$ cat src/rtl/riscv_dtm_dmi.sv
// RISC-V JTAG Debug Transport Module (debug spec 0.13): IDCODE/DTMCS/DMI/BYPASS
// data registers bridging DMI scans to a valid/ready request/response Debug Module port.
module riscv_dtm_dmi #(
  parameter logic [31:0] IDCODE      = 32'h1DEAD3FF,
  parameter int unsigned ABITS       = 7,
  parameter int unsigned IDLE_CYCLES = 0
) (
  input  logic             tck_i,
  input  logic             trst_i,
  input  logic             tdi_i,
  output logic             tdo_o,
  input  logic             capture_dr_i,
  input  logic             shift_dr_i,
  input  logic             update_dr_i,
  input  logic [4:0]       ir_i,
  output logic             dmi_req_valid_o,
  input  logic             dmi_req_ready_i,
  output logic [ABITS-1:0] dmi_req_addr_o,
  output logic [31:0]      dmi_req_data_o,
  output logic [1:0]       dmi_req_op_o,
  input  logic             dmi_resp_valid_i,
  output logic             dmi_resp_ready_o,
  input  logic [31:0]      dmi_resp_data_i,
  input  logic [1:0]       dmi_resp_op_i
);

  localparam int unsigned DMI_W     = ABITS + 34;
  localparam logic [4:0]  IR_IDCODE = 5'h01;
  localparam logic [4:0]  IR_DTMCS  = 5'h10;
  localparam logic [4:0]  IR_DMI    = 5'h11;
  localparam logic [1:0]  OP_READ   = 2'd1;
  localparam logic [1:0]  OP_WRITE  = 2'd2;
  localparam logic [1:0]  ST_FAILED = 2'd2;
  localparam logic [1:0]  ST_BUSY   = 2'd3;
  localparam logic [2:0]  IDLE_F    = 3'(IDLE_CYCLES);
  localparam logic [5:0]  ABITS_F   = 6'(ABITS);

  typedef enum logic [1:0] {S_IDLE, S_REQ, S_RESP} state_e;

  state_e           state_q, state_d;
  logic [1:0]       sticky_q, sticky_d;
  logic             resp_ready_q;

  logic [31:0]      idcode_shift;
  logic [31:0]      dtmcs_shift;
  logic [DMI_W-1:0] dmi_shift;
  logic             bypass_shift;

  logic [ABITS-1:0] last_addr_q, req_addr_q;
  logic [31:0]      last_data_q, req_data_q;
  logic [1:0]       req_op_q;

  logic             sel_dmi, sel_dtmcs;
  logic             resp_done, busy, issue;
  logic             dmi_reset, dmi_hard_reset;
  logic [ABITS-1:0] upd_addr;
  logic [31:0]      upd_data;
  logic [1:0]       upd_op;
  logic [31:0]      dtmcs_cap;
  logic [1:0]       dmi_cap_op;

  assign sel_dmi   = (ir_i == IR_DMI);
  assign sel_dtmcs = (ir_i == IR_DTMCS);

  // A response completing on this edge frees the DTM for a capture/update on the same edge.
  assign resp_done = (state_q == S_RESP) && dmi_resp_valid_i;
  assign busy      = (state_q != S_IDLE) && !resp_done;

  assign upd_addr = dmi_shift[DMI_W-1 -: ABITS];
  assign upd_data = dmi_shift[33:2];
  assign upd_op   = dmi_shift[1:0];

  assign issue = update_dr_i && sel_dmi && !busy && (sticky_q == 2'd0) &&
                 ((upd_op == OP_READ) || (upd_op == OP_WRITE));

  assign dmi_hard_reset = update_dr_i && sel_dtmcs && dtmcs_shift[17];
  assign dmi_reset      = update_dr_i && sel_dtmcs && dtmcs_shift[16];

  assign dtmcs_cap  = {14'b0, 2'b0, 1'b0, IDLE_F, sticky_q, ABITS_F, 4'd1};
  assign dmi_cap_op = busy ? ST_BUSY : sticky_q;

  always_comb begin
    // NOTE: every always_comb output gets a default first so no path can infer a latch.
    state_d  = state_q;
    sticky_d = sticky_q;

    case (state_q)
      S_IDLE:  if (issue) state_d = S_REQ;
      S_REQ:   if (dmi_req_ready_i) state_d = S_RESP;
      S_RESP:  if (dmi_resp_valid_i) state_d = issue ? S_REQ : S_IDLE;
      default: state_d = S_IDLE;
    endcase
    if (dmi_hard_reset) state_d = S_IDLE;

    // Only the first error is recorded; later events never overwrite a nonzero sticky.
    if (resp_done && (sticky_q == 2'd0) && (dmi_resp_op_i != 2'd0))
      sticky_d = (dmi_resp_op_i == ST_BUSY) ? ST_BUSY : ST_FAILED;
    if (busy && sel_dmi && (capture_dr_i || update_dr_i) && (sticky_q == 2'd0))
      sticky_d = ST_BUSY;
    if (dmi_reset || dmi_hard_reset) sticky_d = 2'd0;
  end

  always_ff @(posedge tck_i) begin
    // NOTE: sequential state uses non-blocking assignments so every flop samples pre-edge values.
    if (trst_i) begin
      state_q      <= S_IDLE;
      sticky_q     <= 2'd0;
      resp_ready_q <= 1'b0;
    end else begin
      state_q      <= state_d;
      sticky_q     <= sticky_d;
      resp_ready_q <= (state_d != S_REQ);
    end
  end

  always_ff @(posedge tck_i) begin
    if (trst_i) begin
      idcode_shift <= IDCODE;
      dtmcs_shift  <= '0;
      dmi_shift    <= '0;
      bypass_shift <= 1'b0;
    end else if (capture_dr_i) begin
      case (ir_i)
        IR_IDCODE: idcode_shift <= IDCODE;
        IR_DTMCS:  dtmcs_shift  <= dtmcs_cap;
        IR_DMI:    dmi_shift    <= {last_addr_q, last_data_q, dmi_cap_op};
        default:   bypass_shift <= 1'b0;
      endcase
    end else if (shift_dr_i) begin
      case (ir_i)
        IR_IDCODE: idcode_shift <= {tdi_i, idcode_shift[31:1]};
        IR_DTMCS:  dtmcs_shift  <= {tdi_i, dtmcs_shift[31:1]};
        IR_DMI:    dmi_shift    <= {tdi_i, dmi_shift[DMI_W-1:1]};
        default:   bypass_shift <= tdi_i;
      endcase
    end
  end

  always_ff @(posedge tck_i) begin
    if (trst_i) begin
      req_addr_q  <= '0;
      req_data_q  <= '0;
      req_op_q    <= 2'd0;
      last_addr_q <= '0;
      last_data_q <= '0;
    end else begin
      if (resp_done && (dmi_resp_op_i == 2'd0) && (req_op_q == OP_READ))
        last_data_q <= dmi_resp_data_i;
      if (issue) begin
        req_addr_q  <= upd_addr;
        req_data_q  <= upd_data;
        req_op_q    <= upd_op;
        last_addr_q <= upd_addr;
        if (upd_op == OP_WRITE) last_data_q <= upd_data;
      end
    end
  end

  always_comb begin
    tdo_o = bypass_shift;
    case (ir_i)
      IR_IDCODE: tdo_o = idcode_shift[0];
      IR_DTMCS:  tdo_o = dtmcs_shift[0];
      IR_DMI:    tdo_o = dmi_shift[0];
      default:   tdo_o = bypass_shift;
    endcase
  end

  assign dmi_req_valid_o  = (state_q == S_REQ);
  assign dmi_req_addr_o   = req_addr_q;
  assign dmi_req_data_o   = req_data_q;
  assign dmi_req_op_o     = req_op_q;
  assign dmi_resp_ready_o = resp_ready_q;

endmodule

$ cat config.mk
export PLATFORM = sky130hd
export DESIGN_NAME = riscv_dtm_dmi
export DESIGN_NICKNAME = d
export VERILOG_FILES = /design/src/rtl/riscv_dtm_dmi.sv
export SDC_FILE = /design/constraint.sdc
export NUM_CORES = 1
export LEC_CHECK = 0
export BUFFER_PORTS_ARGS = -buffer_cell sky130_fd_sc_hd__buf_2
export CORE_MARGIN = 8
export CORE_UTILIZATION = 45
export CTS_CLUSTER_DIAMETER = 150
export DETAILED_ROUTE_END_ITERATION = 16
export GPL_TIMING_DRIVEN = 0
export PLACE_DENSITY = 0.66
export REMOVE_ABC_BUFFERS = 1
export SETUP_SLACK_MARGIN = 0.5
export SYNTH_ARGS = -nofsm -noshare
export SYNTH_HDL_FRONTEND = slang
export SYNTH_SLANG_ARGS = --single-unit
$ cat constraint.sdc
create_clock -name tck_i -period 2.09 [get_ports tck_i]
set_input_delay 0.5225 -clock tck_i [delete_from_list [all_inputs] [get_ports tck_i]]
set_output_delay 0.5225 -clock tck_i [all_outputs]
set_load 0.02 [all_outputs]
==> metrics.txt <==
number of filler cells placed in the layout=1331; Crit path max-delay family=buffers and inverters; starting density of the core=between 40% and 50%; total overflow reported by the global router=0; vias=7354; per-instance average area after synthesis=between 8 and 9 sq um; wire length after detailed routing=~25000 um; final number of max-transition violations=0; fin crit period=approximately 2.0 ns; required time of the critical path=between 1.5 and 2 ns; arrival time at the worst endpoint=around 1.5 ns; register bit total from synthesis=between 150 and 200; setup violators final=0; Rel. slew slack=between 40% and 50%; number of hold buffers added after cts=0; maximum resistive drop on vdd=between 0.0006 and 0.0007 V; Yosys warning total=0; leading cell type in the layout, fill and taps excluded=dfxtp_1; Clock Sinks=approximately 180; final weighted congestion in routability-driven placement=~0.71; final layout net count=1086; number of synthesized flops with an enable pin=0; number of levels the H-tree was split into=4; cell-by-cell listing of the critical path=buf_2 > nor2b_2 > a22o_1 > a21oi_2 > buf_4; commonest cells after routing, fill and taps aside=180 x dfxtp_1, 84 x buf_2, 72 x nand2_1; setup repair after global routing missed its margin=yes; largest net degree at the start of global routing=~110; type of the worst min-delay path=in -> reg; total power density per cell area=636 nW/um^2; CTS clk-pin slew, worst paths=about 0.07 ns; critical path buffer and inverter count=2; Worst Setup Slack post-DPL=-1.65 ns; capturing point of the worst reg2reg path=last_data_q[31]; Root Driver=clkbuf_16; path depth of the worst reg2reg path=9; Min Hold Slack=about 0.34 ns; Chip Width=~150 um; leakage component of the power=0.00410 uW; overall die height=150 um; Cell variety after synth=46; Top FF cell, synth=dfxtp_1; WL per Instance=about 20 um; placeable core region=around 18000 sq um; number of cells traversed by the worst hold path=3; launch point of the worst hold path=dmi_resp_data_i[7]; number of antenna violations at the first check in global routing=0; placed wire-length estimate after detailed placement=~12000 um; Placement Rows=just under 50; relative area change from synthesis to final layout=44.1%; via count of the first global-routing pass=just over 7000; part of the Yosys area used for sequential elements=~46%; die footprint=around 22000 sq um; clock buffer depth=2; least setup slack across all paths after layout=between 0.08 and 0.09 ns; Worst path max stage delay=between 0.2 and 0.3 ns; Placement Cell Area=about 8800 sq um; number of design-rule violations left by the first detailed-router iteration=~570; Max Cap Viol=0; startpoint-to-endpoint class of the critical path=in -> out; launch instance of the worst register-to-register path=dmi_shift[1]; Hold Path Sink=last_data_q[7]; Via-to-Cell Ratio=~5.7; status=complete, no violations; cell with the largest stage delay on the worst path=nor2b_2; critical-path maximum fanout=11; Detail Route Antenna Nets=0; peak clock frequency supported by timing=499 MHz; startpoint class of the critical path=primary input; Final period util=a little over nine tenths; total global routing track utilization=a little over 20%; number of buffers inserted by port buffering=90; Ant. Diodes=0; proportion of register bits with asynchronous set or reset after synthesis=0%; final standard cell area without fillers=11600 sq um; Crit. End Element=output port; hold violation count in the final report=0; clock tree from TritonCTS=built; clock network latency to the later pin of the worst-skew pair=between 0.4 and 0.5 ns; number of DRC violations after detailed routing=0; Inserted Clock Buffers=17; total power=roughly 7400 uW; number of standard cells after synthesis=897; Clock Skews=0.00688 ns; wire length of the first global-routing pass=about 38000 um; worst-margin pin slew=around 0.85 ns; length of the first detailed-routing pass in iterations=4; r2r setup slk=approximately 0.090 ns; Syn Std Cell Area=between 8000 and 9000 sq um; number of primary I/O pins=91; layout cell share with drive strength beyond 1=42.1%
worst max path at each step:
stage | startpoint | end | slack, ns | cells past startpoint
after floorplan | ir_i[3] | dmi_shift[0] | -4.47 | 4
after global placement | capture_dr_i | dmi_shift[0] | -8.61 | 5
after detailed placement | ir_i[3] | last_data_q[31] | -1.65 | 10
after CTS | dmi_shift[0] | tdo_o | 0.1 | 5
after global routing | ir_i[2] | last_data_q[27] | 0.02 | 9
final | ir_i[0] | tdo_o | 0.08 | 5
synth_stat cells (all sizes together) (2+ instances only):
master / instances / area, sq um
dfxtp: 184 / 3680
a21oi: 82 / 410
nand2: 74 / 278
nor2: 74 / 278
clkbuf: 64 / 240
nand3: 43 / 215
o21ai: 42 / 210
a211oi: 41 / 308
mux2i: 41 / 410
nand3b: 36 / 270
inv: 34 / 128
nor3: 34 / 175
a22oi: 32 / 380
a221oi: 31 / 447
buf: 25 / 156
o21bai: 22 / 165
nand2b: 4 / 25.0
nor2b: 3 / 18.8
nor4b: 3 / 41.3
or2: 3 / 18.8
a31oi: 2 / 12.5
and3b: 2 / 17.5
o21a: 2 / 15.0
o221ai: 2 / 17.5
o22ai: 2 / 12.5
or4b: 2 / 20.0
metal layers:
layer / track usage (%) / vias to the layer above / share of wire [%]
li1: - / 3505 / -
met1: 26.9 / 3599 / 44
met2: 33.8 / 209 / 49
met3: 3.90 / 41 / 4.3
met4: 6.30 / 0 / 2.0
met5: 0 / - / 0
registers in the layout, summed over array words and instances, names as in the netlist:
signal and count:
last_data_q 32, dtmcs_shift 32, dmi_req_data_o 32, idcode_shift 32
state_q 2, bypass_shift 1, dmi_req_addr_o 7, dmi_req_op_o 2
sticky_q 2, dmi_resp_ready_o 1, dmi_shift 41
final cells by class:
cell class	instances	area, sq um	share of cell area, %
clock buffer	26	509	4.38
multi-input combinational	595	4670	40.2
timing repair buffer	206	2220	19.1
inverter	34	128	1.10
tap	229	287	2.47
sequential	184	3690	31.8
clock inverter	6	111	0.959
report_power, final:
group / switching (uW) / internal, uW
logic: 251 / 186
registers: 22.2 / 3520
clock network: 1360 / 2050
metrics by stage:
step / utilization (%) / setup TNS [ns] / instances
2_1_floorplan: - / -381.90 / 808
3_3_place_gp: 47.2 / -902.16 / 1127
3_5_place_dp: 49.7 / -133.55 / 1155
4_1_cts: 60.5 / 0 / 1242
5_1_grt: 65.3 / 0 / 1280
6_report: 65.3 / 0 / 1280
worst register-to-register path: cells and delay by family, from the launching register on:
family / cells / cell delay [ns]
AOI/OAI and AO/OA: 1 / 0.07
adders and majority gates: 1 / 0.24
and+or+nand+nor: 2 / 0.46
buffers and inverters: 5 / 0.65
DFF: 1 / 0.40
cells by family after synthesis:
logic type / count (synthesis) / share of synthesized area, %
buf+inv: 123 / 6.50
fa+ha+maj: 1 / 0.155
simple gates: 284 / 17.3
flops: 184 / 45.7
compound gates: 264 / 25.2
mux: 41 / 5.09
repair_timing:
action / 4_1_cts / 5_1_grt
pin swaps: 81 / 70
gates resized for setup: 153 / 148
cloned: 13 / 10
buffers inserted: 42 / 28
endpoints found under the setup margin: 184 / 181
Power figures use the tool's default switching activity.
